===== src/rtl/mux_pipe_reg.sv =====
// mux_pipe_reg: N_IN-way WIDTH-bit selector feeding a one-stage pipeline register
// with stall, flush, valid tracking and a sticky illegal-select flag.
// Optional build macro MUX_ONEHOT_EN switches sel from binary to one-hot (N_IN bits).
module mux_pipe_reg #(
    parameter int              WIDTH     = 32,
    parameter int              N_IN      = 8,
    parameter logic [WIDTH-1:0] RESET_VAL = '0,
`ifdef MUX_ONEHOT_EN
    localparam int             SEL_W     = N_IN
`else
    localparam int             SEL_W     = (N_IN > 2) ? $clog2(N_IN) : 1
`endif
) (
    input  logic                  clk,
    input  logic                  rst_n,
    input  logic [N_IN*WIDTH-1:0] in_data,
    input  logic [SEL_W-1:0]      sel,
    input  logic                  in_valid,
    input  logic                  stall,
    input  logic                  flush,
    input  logic                  err_clr,
    output logic [WIDTH-1:0]      out_data,
    output logic                  out_valid,
    output logic [SEL_W-1:0]      out_sel,
    output logic                  sel_err
);

    logic [WIDTH-1:0] w_mux;
    logic             w_sel_ok;
    logic             w_load;
    logic             w_err_set;

    logic [WIDTH-1:0] r_data;
    logic             r_valid;
    logic [SEL_W-1:0] r_sel;
    logic             r_sel_err;

`ifdef MUX_ONEHOT_EN
    // Zero or multi-hot selects are illegal and fall back to RESET_VAL.
    always_comb begin
        w_mux    = RESET_VAL;
        w_sel_ok = $onehot(sel);
        for (int i = 0; i < N_IN; i++) begin
            if (sel[i] && w_sel_ok) begin
                w_mux = in_data[i*WIDTH +: WIDTH];
            end
        end
    end
`else
    // Selects at or above N_IN exist only for non-power-of-two N_IN.
    always_comb begin
        w_mux    = RESET_VAL;
        w_sel_ok = 1'b0;
        for (int i = 0; i < N_IN; i++) begin
            if (sel == SEL_W'(i)) begin
                w_mux    = in_data[i*WIDTH +: WIDTH];
                w_sel_ok = 1'b1;
            end
        end
    end
`endif

    assign w_load    = !flush && !stall;
    assign w_err_set = w_load && in_valid && !w_sel_ok;

    // Update priority: flush beats stall beats load.
    always_ff @(posedge clk or negedge rst_n) begin
        if (!rst_n) begin
            r_data  <= RESET_VAL;
            r_valid <= 1'b0;
            r_sel   <= '0;
        end else if (flush) begin
            r_data  <= RESET_VAL;
            r_valid <= 1'b0;
            r_sel   <= '0;
        end else if (!stall) begin
            r_data  <= w_mux;
            r_valid <= in_valid;
            r_sel   <= sel;
        end
    end

    // A new illegal select outranks a clear in the same cycle.
    always_ff @(posedge clk or negedge rst_n) begin
        if (!rst_n) begin
            r_sel_err <= 1'b0;
        end else if (w_err_set) begin
            r_sel_err <= 1'b1;
        end else if (err_clr) begin
            r_sel_err <= 1'b0;
        end
    end

    assign out_data  = r_data;
    assign out_valid = r_valid;
    assign out_sel   = r_sel;
    assign sel_err   = r_sel_err;

endmodule


===== config.mk =====
export PLATFORM = sky130hd
export DESIGN_NAME = mux_pipe_reg
export DESIGN_NICKNAME = d
export VERILOG_FILES = /design/src/rtl/mux_pipe_reg.sv
export SDC_FILE = /design/constraint.sdc
export NUM_CORES = 1
export LEC_CHECK = 0
export CAP_MARGIN = 20
export CORE_MARGIN = 2
export CORE_UTILIZATION = 30
export DETAILED_ROUTE_END_ITERATION = 12
export PLACE_DENSITY_LB_ADDON = 0.05
export SLEW_MARGIN = 20
export SYNTH_ARGS = -nofsm -noshare
export SYNTH_HDL_FRONTEND = slang
export SYNTH_SLANG_ARGS = --single-unit

===== constraint.sdc =====
create_clock -name clk -period 1.7 [get_ports clk]
set_input_delay 0.34 -clock clk [delete_from_list [all_inputs] [get_ports clk]]
set_output_delay 0.34 -clock clk [all_outputs]
set_load 0.01 [all_outputs]

==> impl_metrics.toml, run 1 <==
[floorplanning]
io_pins = 302
die_height_um = 120
die_w_um = 120
initial_core_utilization = 0.306
design.core.area_um2 = 13200
fp.dieArea_um2 = 14500
placementRows = 42

[yosys]
synth_top_area_cell = "sky130_fd_sc_hd__mux2i_1"
yosysUniqueCellTypes = 30
netlist.area_leader.share = 0.242
synth_top_cells_by_area = "sky130_fd_sc_hd__mux2i_1 (24%), sky130_fd_sc_hd__dfrtp_1 (23%), sky130_fd_sc_hd__a221oi_2 (10%)"
syn-mean-instance-area_um2 = 8.68
synth_area_um2 = 4050
synth.yosys.seq_area_share = 0.228
synth_cells = 467
synth_seq_cells = 37
synth_fp_nets = 732
synth.yosys.warnings = 0

[clock_network]
cts_bufs_inserted = 5
ctsRootBufferMaster = "sky130_fd_sc_hd__clkbuf_16"
clock-sinks = 37
post_cts_resized = 0
cts.repair_timing.setup_buffer_count = 0
clkTransAtPathRegs_ns = 0.06
ctsHoldBuffers = 0
tritoncts = "built"
clk_path_buf_depth = 2
htree_num_levels = 2
clock_insertion_delay_worst_skew_ns = 0.28

[min_path]
hp-class = "primary input to asynchronous set/reset pin"

[timing]
timing.final.ws_setup_ns = 0.141
hold_ws_ns = 0.0271
hold_viol = 0
report.final.setup_viol = 0
final_period_minus_worst_setup_slack_ns = 1.56
rsz0062_at_grt = "false"
max_clock_freq_mhz = 641
final_max_slew_viol_count = 0
fin_skew_ns = 0
slew_headroom = 0.655
final.period_utilization = 0.917
tightestPinTransition_ns = 0.517

[detailed_routing]
wl_per_cell_um = 18.9
vias = 4797
detail_route.drc_violations = 0
vias_per_cell = 5.13
antenna_left = 0
drt_wl_total_mm = 17.7
first_iter_violations = 210
first_pass_iters = 4

[power_and_ir_drop]
power-per-cell-area_nw_per_um2 = 480
max_vdd_drop_mv = 0.331
leakagePower_nw = 3.41

[placement]
global_placer_s_final_weighted_congestion = 0.823
dp_hpwl_mm = 14.0
dp_cells = 928
pre_cts_ws_ns = -0.141
place.port_buffers = 301

[cells_and_area]
final_net_count = 1024
final_layout_size_suffix_gt1_frac = 0.103
antenna-diode-count = 0
finish.cell_count_without_fillers = 936
layout-area-overhead-vs-synth_pct = 85.1
postLayoutCoreUtil = 0.567

[setup_path]
timing.critical_path.required_ns = 1.92
worstSetupPathType = "primary input to register"
worst_path_largest_cell_delay_ns = 0.43
reg2regPathDepth = 2
cp_max_fo = 25
endpoint_kind = "register"
path_cells = "clkdlybuf4s50_1 -> or2_2 -> buf_12 -> a221oi_2 -> o221ai_1 -> nand2_1"
slowest_stage = "sky130_fd_sc_hd__clkdlybuf4s50_1"
timing.critical_path.arrival_ns = 1.77
r2r_start = "out_data[3]$_DFFE_PN0P_"
worstReg2RegEnd = "out_data[3]$_DFFE_PN0P_"
crit_path_start_kind = "primary input"
ff2ff_setup_slack_ns = 0.94

[global_route]
number_of_global_route_vias_before_repair = 5181
antenna_found_initial = 0
pin_count_of_the_biggest_net_entering_global_routing = 55
grt_overflow = 0
grt_util_all_layers = 0.238
grt_pass1_wl_mm = 27.2

[outcome]
status = "finished, final reports clean"

[job]
maxCapViolCount = 0
==> cells by family after synthesis <==
kind of cell           count (synthesis)  synth area share
muxes                                102             0.261
AOI/OAI and AO/OA                    130             0.292
and+or+nand+nor                      100             0.102
DFF                                   37             0.228
buffers and inverters                 98             0.117
==> per-stage QoR <==
step | power (mW) | instance area (um2) | TNS, ns
finish | 3.60 | 7500 | 0
detailed placement | 2.62 | 7350 | -2.76
global placement | 2.60 | 7350 | -1.90
floorplan | 1.64 | 4050 | 0
global route | 3.79 | 7500 | 0
CTS | 3.65 | 7500 | 0
==> layout by cell type (no fill, tap or decap), types with 3 or more instances in the layout <==
cell type | synthesis | final
sky130_fd_sc_hd__clkdlybuf4s50_1 | 0 | 297
sky130_fd_sc_hd__mux2i_1 | 98 | 98
sky130_fd_sc_hd__nor2_1 | 55 | 55
sky130_fd_sc_hd__inv_1 | 52 | 52
sky130_fd_sc_hd__dfrtp_1 | 37 | 37
sky130_fd_sc_hd__nand2_1 | 31 | 31
sky130_fd_sc_hd__a221oi_2 | 27 | 27
sky130_fd_sc_hd__a2bb2oi_1 | 25 | 25
sky130_fd_sc_hd__o221ai_1 | 25 | 25
sky130_fd_sc_hd__a22oi_1 | 25 | 25
sky130_fd_sc_hd__buf_4 | 6 | 21
sky130_fd_sc_hd__o21ai_0 | 13 | 13
sky130_fd_sc_hd__buf_12 | 1 | 10
sky130_fd_sc_hd__nand2b_1 | 5 | 5
sky130_fd_sc_hd__clkbuf_16 | 0 | 5
sky130_fd_sc_hd__o22ai_1 | 4 | 4
sky130_fd_sc_hd__a21oi_1 | 4 | 4
sky130_fd_sc_hd__o21ai_1 | 4 | 4
sky130_fd_sc_hd__mux4_2 | 3 | 3
sky130_fd_sc_hd__buf_2 | 24 | 3
==> per-layer routing <==
metal  track usage  up-vias  wire (um)
met1         0.273     2238       6810
met2         0.440      227       9000
met4        0.0683        0        388
met3        0.0524       24       1480
li1              -     2308          -
met5             0        -          0
==> registers in the layout, indices dropped and copies added (netlist names) <==
register and cells:
sel_err 1, out_valid 1, out_sel 3, out_data 32
==> critical path: cells and delay by family <==
kind / cells / cell delay, ns
simple gates: 2 / 0.40
compound gates: 2 / 0.39
buf+inv: 2 / 0.62
==> cell type report <==
class | instances | area, um2
clock buffers | 7 | 153
clock inverters | 1 | 5.00
fillers | 1212 | 5740
inverters | 52 | 195
multi-input cells | 332 | 2660
flip-flops and latches | 37 | 926
well taps | 176 | 220
repair buffers | 331 | 3350
==> how the worst max path moves through the flow <==
stage                                       start                  endpoint  slack, ns
after detailed placement                    stall  out_data[10]$_DFFE_PN0P_      -0.14
final                                       stall  out_data[10]$_DFFE_PN0P_       0.14
after global routing                        stall  out_data[10]$_DFFE_PN0P_       0.01
after CTS                 out_data[4]$_DFFE_PN0P_               out_data[4]       0.12
after floorplan                             flush  out_data[18]$_DFFE_PN0P_       0.23
after global placement                      stall  out_data[13]$_DFFE_PN0P_      -0.09
==> report_power, final <==
part	total (mW)	internal (mW)	switching, mW
sequential	0.991	0.949	0.0411
clock	0.996	0.622	0.375
combinational	1.61	0.987	0.625
==> synthesized netlist by cell type <==
library cell and n:
sky130_fd_sc_hd__and3b_1 1, sky130_fd_sc_hd__mux2_2 1, sky130_fd_sc_hd__nand2b_1 5, sky130_fd_sc_hd__a221oi_2 27, sky130_fd_sc_hd__a21oi_1 4, sky130_fd_sc_hd__nor2_1 55
sky130_fd_sc_hd__buf_4 6, sky130_fd_sc_hd__inv_1 52, sky130_fd_sc_hd__mux2i_1 98, sky130_fd_sc_hd__a22oi_1 25, sky130_fd_sc_hd__buf_2 24, sky130_fd_sc_hd__nor2b_1 2
sky130_fd_sc_hd__mux4_2 3, sky130_fd_sc_hd__buf_6 5, sky130_fd_sc_hd__nand2_1 31, sky130_fd_sc_hd__and2_1 1, sky130_fd_sc_hd__a2bb2oi_1 25, sky130_fd_sc_hd__o21ai_0 13
sky130_fd_sc_hd__clkbuf_1 8, sky130_fd_sc_hd__dfrtp_1 37, sky130_fd_sc_hd__buf_1 2, sky130_fd_sc_hd__o221ai_1 25, sky130_fd_sc_hd__a31oi_1 2, sky130_fd_sc_hd__o21ai_1 4
sky130_fd_sc_hd__or2_2 1, sky130_fd_sc_hd__a32oi_1 1, sky130_fd_sc_hd__nand3_1 1, sky130_fd_sc_hd__or2_1 3, sky130_fd_sc_hd__o22ai_1 4, sky130_fd_sc_hd__buf_12 1
Note: power is estimated with default switching activity, not from simulation.
==> run 2, diff against run 1 <==
--- a/config.mk
+++ b/config.mk
@@ -5,11 +5,13 @@
 export SDC_FILE = /design/constraint.sdc
 export NUM_CORES = 1
 export LEC_CHECK = 0
-export CAP_MARGIN = 20
+export CAP_MARGIN = 40
 export CORE_MARGIN = 2
 export CORE_UTILIZATION = 30
 export DETAILED_ROUTE_END_ITERATION = 12
+export GPL_TIMING_DRIVEN = 0
 export PLACE_DENSITY_LB_ADDON = 0.05
+export SKIP_CTS_REPAIR_TIMING = 1
 export SLEW_MARGIN = 20
 export SYNTH_ARGS = -nofsm -noshare
 export SYNTH_HDL_FRONTEND = slang
==> impl_metrics.toml, run 2 (same netlist as run 1, synthesis figures left out) <==
[cells_and_area]
postLayoutCoreUtil = 0.604
layout-area-overhead-vs-synth_pct = 97.4
final_layout_size_suffix_gt1_frac = 0.141
layout_commonest_cell = "sky130_fd_sc_hd__clkdlybuf4s50_1"
finish.instance_area_um2 = 8000
commonest_cells_after_routing_fill_and_taps_aside = "sky130_fd_sc_hd__clkdlybuf4s50_1 (296), sky130_fd_sc_hd__mux2i_1 (84), sky130_fd_sc_hd__nor2_1 (55)"
fillerInstances = 1201
final_net_count = 1042
finish.cell_count_without_fillers = 954
largest_register_ff_count = 32
antenna-diode-count = 0

[detailed_routing]
vias = 4968
vias_per_cell = 5.21
wl_per_cell_um = 20.4
antenna_left = 0
first_iter_violations = 221
first_pass_iters = 5
drt_wl_total_mm = 19.5
detail_route.drc_violations = 0

[timing]
fin_skew_ns = 0
tightestPinTransition_ns = 0.661
final.period_utilization = 0.954
fin_tns_setup_ns = 0
final_max_slew_viol_count = 0
final_period_minus_worst_setup_slack_ns = 1.62
max_clock_freq_mhz = 616
slew_headroom = 0.559
hold_ws_ns = 0.0257
hold_viol = 0
report.final.setup_viol = 0
timing.final.ws_setup_ns = 0.0779

[clock_network]
htree_num_levels = 2
clock-sinks = 37
clk_path_buf_depth = 2
cts_bufs_inserted = 5
clock_insertion_delay_worst_skew_ns = 0.29
tritoncts = "built"
clkTransAtPathRegs_ns = 0.06
ctsRootBufferMaster = "sky130_fd_sc_hd__clkbuf_16"

[power_and_ir_drop]
power.switching_mw = 1.17
fin_total_pwr_mw = 3.91
netSwitchingFraction = 0.300
seqPwrFrac = 0.253
leakagePower_nw = 3.50
clock_power_share = 0.293
pwr-share-comb = 0.454
power-per-cell-area_nw_per_um2 = 489
max_vdd_drop_mv = 0.345
internal_power_mw = 2.74

[min_path]
hp-class = "primary input to asynchronous set/reset pin"

[setup_path]
worst-path-buf-inv = 3
endpoint_kind = "register"
timing.critical_path.required_ns = 1.93
path_cells = "clkdlybuf4s50_1 -> buf_2 -> nor2b_2 -> buf_2 -> a22oi_1 -> nand2_1"
crit_path_start_kind = "primary input"
worst_path_largest_cell_delay_ns = 0.47
slowest_stage = "sky130_fd_sc_hd__clkdlybuf4s50_1"
cp_max_fo = 10
path_common_cell = "sky130_fd_sc_hd__buf_2"
cpLargestDelayFamily = "buffers and inverters"
worstSetupPathType = "primary input to register"
timing.critical_path.arrival_ns = 1.85
ff2ff_setup_slack_ns = 0.92

[job]
maxCapViolCount = 0

[floorplanning]
design.core.area_um2 = 13200
placementRows = 42
io_pins = 302
fp.dieArea_um2 = 14500
die_w_um = 120
initial_core_utilization = 0.306
die_height_um = 120

[global_route]
pin_count_of_the_biggest_net_entering_global_routing = 20
grt_pass1_wl_mm = 28.9
number_of_global_route_vias_before_repair = 5343
grt_util_all_layers = 0.259
antenna_found_initial = 1
grt_overflow = 0

[placement]
dp_cells = 944
dp_hpwl_mm = 15.3
pre_cts_ws_ns = -0.698
place.port_buffers = 300
global_placer_s_final_weighted_congestion = 0.859
postPlaceCellArea_um2 = 7300

[outcome]
status = "finished, final reports clean"
run 2: cell count changes in the layout (fill, tap and decap cells not counted), moves of 9 or more:
cell / previous run / this run
sky130_fd_sc_hd__a221oi_2: 27 / 10
sky130_fd_sc_hd__buf_6: 0 / 14
sky130_fd_sc_hd__a221oi_4: 0 / 17
sky130_fd_sc_hd__clkbuf_4: 0 / 10
sky130_fd_sc_hd__mux2i_1: 98 / 84
sky130_fd_sc_hd__buf_4: 21 / 9
sky130_fd_sc_hd__mux2i_2: 0 / 9
run 2: layer usage:
metal | global-route usage | part of all wire
met1 | 0.296 | 0.38
met2 | 0.470 | 0.51
met3 | 0.0693 | 0.084
met4 | 0.0807 | 0.022
met5 | 0 | 0.00041
run 2: path summary, 6_finish.rpt:
path | start | endpoint | cells after the start
worst max-delay path | stall | out_data[15]$_DFFE_PN0P_ | 6
worst min-delay path | rst_n | out_data[30]$_DFFE_PN0P_ | 1
worst min register to register | out_data[12]$_DFFE_PN0P_ | out_data[12]$_DFFE_PN0P_ | 2
max in group asynchronous | rst_n | out_data[14]$_DFFE_PN0P_ | 2
worst max register to register | out_data[3]$_DFFE_PN0P_ | out_data[3]$_DFFE_PN0P_ | 2
min in group clk | flush | out_data[6]$_DFFE_PN0P_ | 2
run 2: worst register-to-register path: stages (launching register included):
cell	delay, ns
sky130_fd_sc_hd__dfrtp_1	0.38
sky130_fd_sc_hd__a22oi_1	0.21
sky130_fd_sc_hd__nand2_1	0.08
run 2: final cells by class:
class	count	area, um2	share of cell area
Timing Repair Buffer	304	3070	0.383
Multi-Input combinational cell	332	2990	0.373
Sequential cell	37	926	0.116
Buffer	45	432	0.0539
Tap cell	176	220	0.0275
Inverter	52	195	0.0244
Clock buffer	6	139	0.0174
Clock inverter	2	37.5	0.00469
run 2: power groups by stage:
stage | clock network, mW | registers (mW) | logic [mW]
3_5_place_dp | 0 | 1.00 | 1.62
2_1_floorplan | 0 | 1.03 | 0.603
6_report | 1.15 | 0.990 | 1.78
5_1_grt | 1.20 | 0.996 | 1.89
4_1_cts | 1.16 | 0.989 | 1.62
3_3_place_gp | 0 | 1.00 | 1.59
